`src/rtl/divided_counter_display_pkg.sv`:
```
// Shared constants and helpers for the divided counter display block:
// active-low 7-segment codes, the blank code used for leading-zero
// suppression, and the BCD count type with its advance function.
package divided_counter_display_pkg;

   // Active-low segment patterns, bit 7 = DP (always off), bits 6:0 = g..a
   localparam logic [7:0] SEG_0     = 8'hC0;
   localparam logic [7:0] SEG_1     = 8'hF9;
   localparam logic [7:0] SEG_2     = 8'hA4;
   localparam logic [7:0] SEG_3     = 8'hB0;
   localparam logic [7:0] SEG_4     = 8'h99;
   localparam logic [7:0] SEG_5     = 8'h92;
   localparam logic [7:0] SEG_6     = 8'h82;
   localparam logic [7:0] SEG_7     = 8'hF8;
   localparam logic [7:0] SEG_8     = 8'h80;
   localparam logic [7:0] SEG_9     = 8'h90;
   localparam logic [7:0] SEG_BLANK = 8'hFF;

   // Digit code the decoder renders as all segments off
   localparam logic [3:0] BLANK_CODE = 4'hF;

   // Largest value a BCD digit may hold
   localparam logic [3:0] BCD_MAX_DIGIT = 4'd9;

   // Two-digit BCD count as held in the counter register
   typedef struct packed {
      logic [3:0] tens;
      logic [3:0] ones;
   } bcd_count_t;

   // Next BCD value: ones roll 9 -> 0 with carry, tens wrap after max_tens
   function automatic bcd_count_t bcd_advance(input bcd_count_t cur,
                                              input logic [3:0] max_tens);
      bcd_count_t nxt;
      nxt = cur;
      if (cur.ones >= BCD_MAX_DIGIT) begin
         nxt.ones = 4'd0;
         if (cur.tens >= max_tens) begin
            nxt.tens = 4'd0;
         end else begin
            nxt.tens = cur.tens + 4'd1;
         end
      end else begin
         nxt.ones = cur.ones + 4'd1;
      end
      return nxt;
   endfunction

   // Tens digit shown on the display: blanked when zero
   function automatic logic [3:0] tens_display_code(input logic [3:0] tens);
      return (tens == 4'd0) ? BLANK_CODE : tens;
   endfunction

endpackage

```
`src/rtl/divided_counter_display_if.sv`:
```
// Bundle of the divider control and display outputs of the block.
// There is no valid/ready handshake here: divide_by is a level that is
// sampled every clock_in cycle, and all outputs are continuously valid
// (registered divider/counter state, combinational segment decode).
interface divided_counter_display_if #(
   parameter int DIV_WIDTH = 32
) ();

   logic [DIV_WIDTH-1:0] divide_by;
   logic                 clock_out;
   logic                 tick;
   logic [3:0]           counter1;
   logic [3:0]           counter10;
   logic [7:0]           seg_ones;
   logic [7:0]           seg_tens;

   // Board-side view: supplies the ratio, observes the display
   modport master (
      output divide_by,
      input  clock_out,
      input  tick,
      input  counter1,
      input  counter10,
      input  seg_ones,
      input  seg_tens
   );

   // Block-side view
   modport slave (
      input  divide_by,
      output clock_out,
      output tick,
      output counter1,
      output counter10,
      output seg_ones,
      output seg_tens
   );

endinterface

```
`src/rtl/divided_counter_display_seg.sv`:
```
// Combinational 4-bit value to active-low 7-segment decoder.
// Values 10..15 are shown blank; the decimal point is always off.
module seven_seg_decode
   import divided_counter_display_pkg::*;
(
   input  logic [3:0] value_i,
   output logic [7:0] seg_o
);

   // Table lookup of the segment pattern for one digit
   always_comb begin
      seg_o = SEG_BLANK;
      case (value_i)
         4'd0:    seg_o = SEG_0;
         4'd1:    seg_o = SEG_1;
         4'd2:    seg_o = SEG_2;
         4'd3:    seg_o = SEG_3;
         4'd4:    seg_o = SEG_4;
         4'd5:    seg_o = SEG_5;
         4'd6:    seg_o = SEG_6;
         4'd7:    seg_o = SEG_7;
         4'd8:    seg_o = SEG_8;
         4'd9:    seg_o = SEG_9;
         default: seg_o = SEG_BLANK;
      endcase
   end

endmodule

```
`src/rtl/divided_counter_display.sv`:
```
// Programmable clock divider feeding a two-digit BCD counter (00..MAX_TENS9)
// with active-low 7-segment outputs and leading-zero blanking on the tens.
// The divider compares with >= so a lowered ratio takes effect at once
// instead of waiting for the counter to wrap through its full width.
module divided_counter_display
   import divided_counter_display_pkg::*;
#(
   parameter int DIV_WIDTH = 32,
   parameter int MAX_TENS  = 5
) (
   input  logic                    clock_in,
   input  logic                    reset_n,
   divided_counter_display_if.slave bus
);

   localparam logic [3:0]           MAX_TENS_C = 4'(MAX_TENS);
   localparam logic [DIV_WIDTH-1:0] DIV_ONE    = DIV_WIDTH'(1);

   logic [DIV_WIDTH-1:0] divide_by;
   logic [DIV_WIDTH-1:0] div_limit;
   logic                 half_done;

   logic [DIV_WIDTH-1:0] div_cnt_q, div_cnt_d;
   logic                 clock_out_q, clock_out_d;
   logic                 tick_q, tick_d;
   bcd_count_t           count_q, count_d;

   logic [3:0]           seg_tens_val;
   logic [7:0]           seg_ones_w;
   logic [7:0]           seg_tens_w;

   assign divide_by = bus.divide_by;

   // Last div_cnt value of a half-period; a ratio of 0 behaves as 1
   assign div_limit = (divide_by == '0) ? '0 : (divide_by - DIV_ONE);
   assign half_done = (div_cnt_q >= div_limit);

   // Divider next state: count, and on the last cycle clear and toggle;
   // tick marks the toggle that takes clock_out from 0 to 1
   always_comb begin
      div_cnt_d   = div_cnt_q + DIV_ONE;
      clock_out_d = clock_out_q;
      tick_d      = 1'b0;
      if (half_done) begin
         div_cnt_d   = '0;
         clock_out_d = ~clock_out_q;
         tick_d      = ~clock_out_q;
      end
   end

   // Divider state registers
   always_ff @(posedge clock_in or negedge reset_n) begin
      if (!reset_n) begin
         div_cnt_q   <= '0;
         clock_out_q <= 1'b0;
         tick_q      <= 1'b0;
      end else begin
         div_cnt_q   <= div_cnt_d;
         clock_out_q <= clock_out_d;
         tick_q      <= tick_d;
      end
   end

   // BCD count advances on the edge after the one that raised tick
   always_comb begin
      count_d = count_q;
      if (tick_q) begin
         count_d = bcd_advance(count_q, MAX_TENS_C);
      end
   end

   // BCD count register
   always_ff @(posedge clock_in or negedge reset_n) begin
      if (!reset_n) begin
         count_q <= '0;
      end else begin
         count_q <= count_d;
      end
   end

   assign seg_tens_val = tens_display_code(count_q.tens);

   seven_seg_decode u_dec_ones (
      .value_i (count_q.ones),
      .seg_o   (seg_ones_w)
   );

   seven_seg_decode u_dec_tens (
      .value_i (seg_tens_val),
      .seg_o   (seg_tens_w)
   );

   assign bus.clock_out = clock_out_q;
   assign bus.tick      = tick_q;
   assign bus.counter1  = count_q.ones;
   assign bus.counter10 = count_q.tens;
   assign bus.seg_ones  = seg_ones_w;
   assign bus.seg_tens  = seg_tens_w;

   // Digits never leave their BCD ranges
   a_digit_range : assert property (@(posedge clock_in) disable iff (!reset_n)
      (count_q.ones <= BCD_MAX_DIGIT) && (count_q.tens <= MAX_TENS_C));

   // A tick can only be present while the divided clock is high
   a_tick_high : assert property (@(posedge clock_in) disable iff (!reset_n)
      tick_q |-> clock_out_q);

endmodule

```
`src/flat_wrapper.sv`:
```
// flat-port wrapper written by rule: the top's interface ports become plain ports
module divided_counter_display_flat import divided_counter_display_pkg::*;
#(
   parameter int DIV_WIDTH = 32,
   parameter int MAX_TENS  = 5
)
  (clock_in, reset_n, bus_divide_by, bus_clock_out, bus_tick, bus_counter1, bus_counter10, bus_seg_ones, bus_seg_tens);
  divided_counter_display_if #(.DIV_WIDTH(DIV_WIDTH)) bus_i ();
  input  logic clock_in;
  input  logic reset_n;
  input wire logic [$bits(bus_i.divide_by)-1:0] bus_divide_by;
  output wire logic [$bits(bus_i.clock_out)-1:0] bus_clock_out;
  output wire logic [$bits(bus_i.tick)-1:0] bus_tick;
  output wire logic [$bits(bus_i.counter1)-1:0] bus_counter1;
  output wire logic [$bits(bus_i.counter10)-1:0] bus_counter10;
  output wire logic [$bits(bus_i.seg_ones)-1:0] bus_seg_ones;
  output wire logic [$bits(bus_i.seg_tens)-1:0] bus_seg_tens;
  assign bus_i.divide_by = bus_divide_by;
  assign bus_clock_out = bus_i.clock_out;
  assign bus_tick = bus_i.tick;
  assign bus_counter1 = bus_i.counter1;
  assign bus_counter10 = bus_i.counter10;
  assign bus_seg_ones = bus_i.seg_ones;
  assign bus_seg_tens = bus_i.seg_tens;
  divided_counter_display #(.DIV_WIDTH(DIV_WIDTH), .MAX_TENS(MAX_TENS)) u_core (.clock_in(clock_in), .reset_n(reset_n), .bus(bus_i));
endmodule
```
`config.mk`:
```
export PLATFORM = sky130hd
export DESIGN_NAME = divided_counter_display_flat
export DESIGN_NICKNAME = d
export VERILOG_FILES = /design/src/rtl/divided_counter_display_pkg.sv /design/src/rtl/divided_counter_display_if.sv /design/src/rtl/divided_counter_display_seg.sv /design/src/rtl/divided_counter_display.sv /design/src/flat_wrapper.sv
export SDC_FILE = /design/constraint.sdc
export NUM_CORES = 1
export LEC_CHECK = 0
export ABC_CLOCK_PERIOD_IN_PS = 2470
export CAP_MARGIN = 5
export CORE_MARGIN = 3
export CORE_UTILIZATION = 55
export DETAILED_ROUTE_END_ITERATION = 16
export PLACE_DENSITY = 0.81
export SLEW_MARGIN = 20
export SYNTH_ARGS = -nofsm -noshare
export SYNTH_HDL_FRONTEND = slang
export SYNTH_HIERARCHICAL = 1
export SYNTH_SLANG_ARGS = --single-unit
```
`constraint.sdc`:
```
create_clock -name clock_in -period 2.47 [get_ports clock_in]
set_input_delay 0.3705 -clock clock_in [delete_from_list [all_inputs] [get_ports clock_in]]
set_output_delay 0.3705 -clock clock_in [all_outputs]
set_load 0.01 [all_outputs]
```
==> impl_metrics.toml <==
[outcome]
status = "finished, violations left"
violations = "negative setup slack"

[pwr]
pwr-share-clk_pct = 11.3
p_total_mw = 4.92
power_frac_comb_pct = 64.8
p_sw_mw = 2.20
p_int_mw = 2.72
swShare_pct = 44.7
p_leak_nw = 2.80
power_per_cell_area_nw_per_um2 = 763
ir_worst_vdd_mv = 0.355
power_frac_seq_pct = 24.0

[critical_path]
worst_setup_path_end_kind = "flop"
worstPathArrival_ns = 3.89
required_ns = 2.65
path_cells = "dlygate4sd2_1 -> buf_4 -> nor3_4 -> and4b_2 -> buf_4 -> buf_4 -> nand4_1 -> xnor2_1 -> nand2_1 -> ha_4 -> and4_1 -> nor4bb_2 -> buf_4 -> buf_6 -> buf_4 -> nand2_1 -> a21oi_1 -> a211oi_2"
crit_buf_inv = 7
critPathKind = "input pin to flop"
cp_top_family = "simple AND/OR/NAND/NOR gates"
reg2reg_depth = 9
worst-path-stages = 18
cp_slowest_cell = "nor4bb_2"
start_kind = "input pin"
worstReg2RegEnd = "u_core/div_cnt_q[3]"
crit_top_cell = "buf_4"
reg2reg_slack_ns = -0.01
cpPeakStageDelay_ns = 0.49
worstPathMaxFanout = 10
reg2reg_from = "u_core/div_cnt_q[0]"

[clock_tree]
ctsHoldBuffers = 0
clkTransAtPathRegs_ns = 0.09
clk_latency_ns = 0.31
htreeDepth = 2
cts_tree = "yes"
clock_path_buffers = 2
cts.sinks = 42
numCtsBuffers = 5
cts_root_buffer = "clkbuf_8"

[routing]
met2_length_um = 8760
routed.top_layer = "met4"
routed_wl_um = 18700
ant_nets = 0
drc = 0
wl_per_cell_um = 24.5
drtIter0Drc = 762
via_count = 5329
via_per_inst = 6.97
dr.pass1.iters = 6
wl_met3_um = 1880
met1_length_um = 6090

[min_path]
min_path_type = "input pin to asynchronous set/reset pin"

[cells_and_area]
diodes = 0
final_util_pct = 91.8
drive_gt1_share_pct = 36.2
area_growth_pct = 57.3
nNetsFinal = 753

[yosys]
synth_cell_types = 52
synth.avg_cell_area_um2 = 8.11
synth_area_um2 = 4100
synth_top_flop_cell = "dfrtp_1"
yosysSeqAreaShare_pct = 25.6
synthArstFlopShare_pct = 100
synth_edf_count = 0
yosys_warnings = 6
syn_inst = 505
synth_seq_cells = 42
synth_nets = 590

[timing]
min_period_over_period_pct = 150
tns_ns = -40.18
finClkSkew_ns = 0.0121
drv_slew = 0
rsz0062_at_grt = "true"
period_minus_slack_ns = 3.71
max_clock_freq_ghz = 0.270
maxSlewHeadroom_pct = 36.6
setup_violations = 35
finalWorstSetupSlack_ns = -1.24
whs_ns = 0.198
finalHoldViolations = 0
worst_pin_slew_ns = 0.951

[floorplan]
die_area_um2 = 8520
coreArea_um2 = 7020
die_w_um = 92.3
die_h_um = 92.3
io_pins = 60
row_count = 30
start_util_pct = 58.4

[grt]
grt_max_degree = 43
grt_overflow = 0
antenna_found_initial = 0
track_usage_pct = 35.4
grt_first_pass_wirelength_um = 24200
first_global_vias = 4950

[placement]
io_buffer_count = 57
place_hpwl_um = 7950
place.gp.congestion = 0.829

[flow_run]
drv_cap = 0
synthesized netlist by cell type (6+ instances only):
cell type / n / area, µm²
a21oi_1: 24 / 120
and4_1: 6 / 52.6
clkbuf_1: 12 / 45.0
dfrtp_1: 42 / 1050
ha_1: 51 / 638
inv_1: 24 / 90.1
nand2_1: 55 / 206
nand2b_1: 15 / 93.8
nand3_1: 22 / 110
nand4_1: 18 / 113
nor2_1: 28 / 105
nor3_1: 40 / 200
nor4_1: 13 / 81.3
o21ai_0: 25 / 125
xnor2_1: 44 / 385
xor2_1: 10 / 87.6
cells by family after synthesis:
logic type               Yosys count  synth area share [%]
adder cells (fa/ha/maj)           51                  15.6
AND/OR/NAND/NOR                  234                  30.5
buffers and inverters             47                  5.37
XOR/XNOR                          54                  11.5
other                              2                 0.183
flip-flops                        42                  25.6
AO/OA/AOI/OAI                     74                  10.9
multiplexers                       1                 0.244
placed cells by master (no fill, tap or decap), types with 11 or more instances in the layout:
cell type,n
dlygate4sd2_1,11
nand3_1,22
nand4_1,18
nor3_4,11
clkdlybuf4s50_1,24
nand2_1,53
a21oi_1,19
ha_1,40
buf_4,104
nand2b_1,12
nor3_2,20
dfrtp_1,41
o21ai_0,18
xnor2_1,44
inv_1,18
nor2_1,24
state kept, by name (all words and copies together), names as in the netlist:
| signal | cells |
|---|---|
| u_core/bus.clock_out | 1 |
| u_core/bus.counter1 | 4 |
| u_core/bus.counter10 | 4 |
| u_core/bus.tick | 1 |
| u_core/div_cnt_q | 32 |
repair_timing:
action                                  4_1_cts  5_1_grt
resized for setup                           146       63
pin swaps                                    69       39
endpoints found under the setup margin       41       44
setup buffers                                24       16
cloned                                        6        1
area by class of cell:
cell class	count	area [µm²]
clock buffer	8	110
fill	253	574
inverter	24	95.1
multi-input combinational	416	3440
sequential	42	1050
tap	96	120
timing repair buffer	179	1630
power groups by stage:
| stage | Combinational, mW | Sequential [mW] | Clock (mW) |
|---|---|---|---|
| 2_1_floorplan | 1.34 | 1.07 | 0 |
| 6_report | 3.18 | 1.18 | 0.554 |
| 4_1_cts | 2.70 | 1.11 | 0.524 |
| 5_1_grt | 3.36 | 1.20 | 0.575 |
| 3_5_place_dp | 2.44 | 1.11 | 0 |
| 3_3_place_gp | 2.31 | 1.11 | 0 |
how the worst max path moves through the flow:
stage	end	slack [ns]	start
floorplan	u_core/div_cnt_q[24]	-1.00	bus_divide_by[15]
global placement	u_core/div_cnt_q[29]	-1.48	bus_divide_by[0]
detailed placement	u_core/div_cnt_q[27]	-1.67	bus_divide_by[1]
CTS	u_core/div_cnt_q[12]	-0.86	bus_divide_by[1]
global route	u_core/bus.clock_out	-1.27	bus_divide_by[2]
finish	u_core/bus.clock_out	-1.24	bus_divide_by[2]
through the flow:
stage                     area (µm²)  setup WS, ns  std cells
after global placement          5320         -1.48        713
after global routing            6440         -1.27        765
after CTS                       6180        -0.862        751
after floorplan                 4170         -1.00        505
after detailed placement        5320         -1.67        713
final                           6440         -1.24        765
routing by layer:
metal | GRT usage (%) | vias up
li1 | - | 2112
met1 | 39.6 | 2438
met2 | 64.6 | 553
met3 | 4.39 | 226
met4 | 19.6 | 0
met5 | 0 | -
Power figures use the tool's default switching activity.
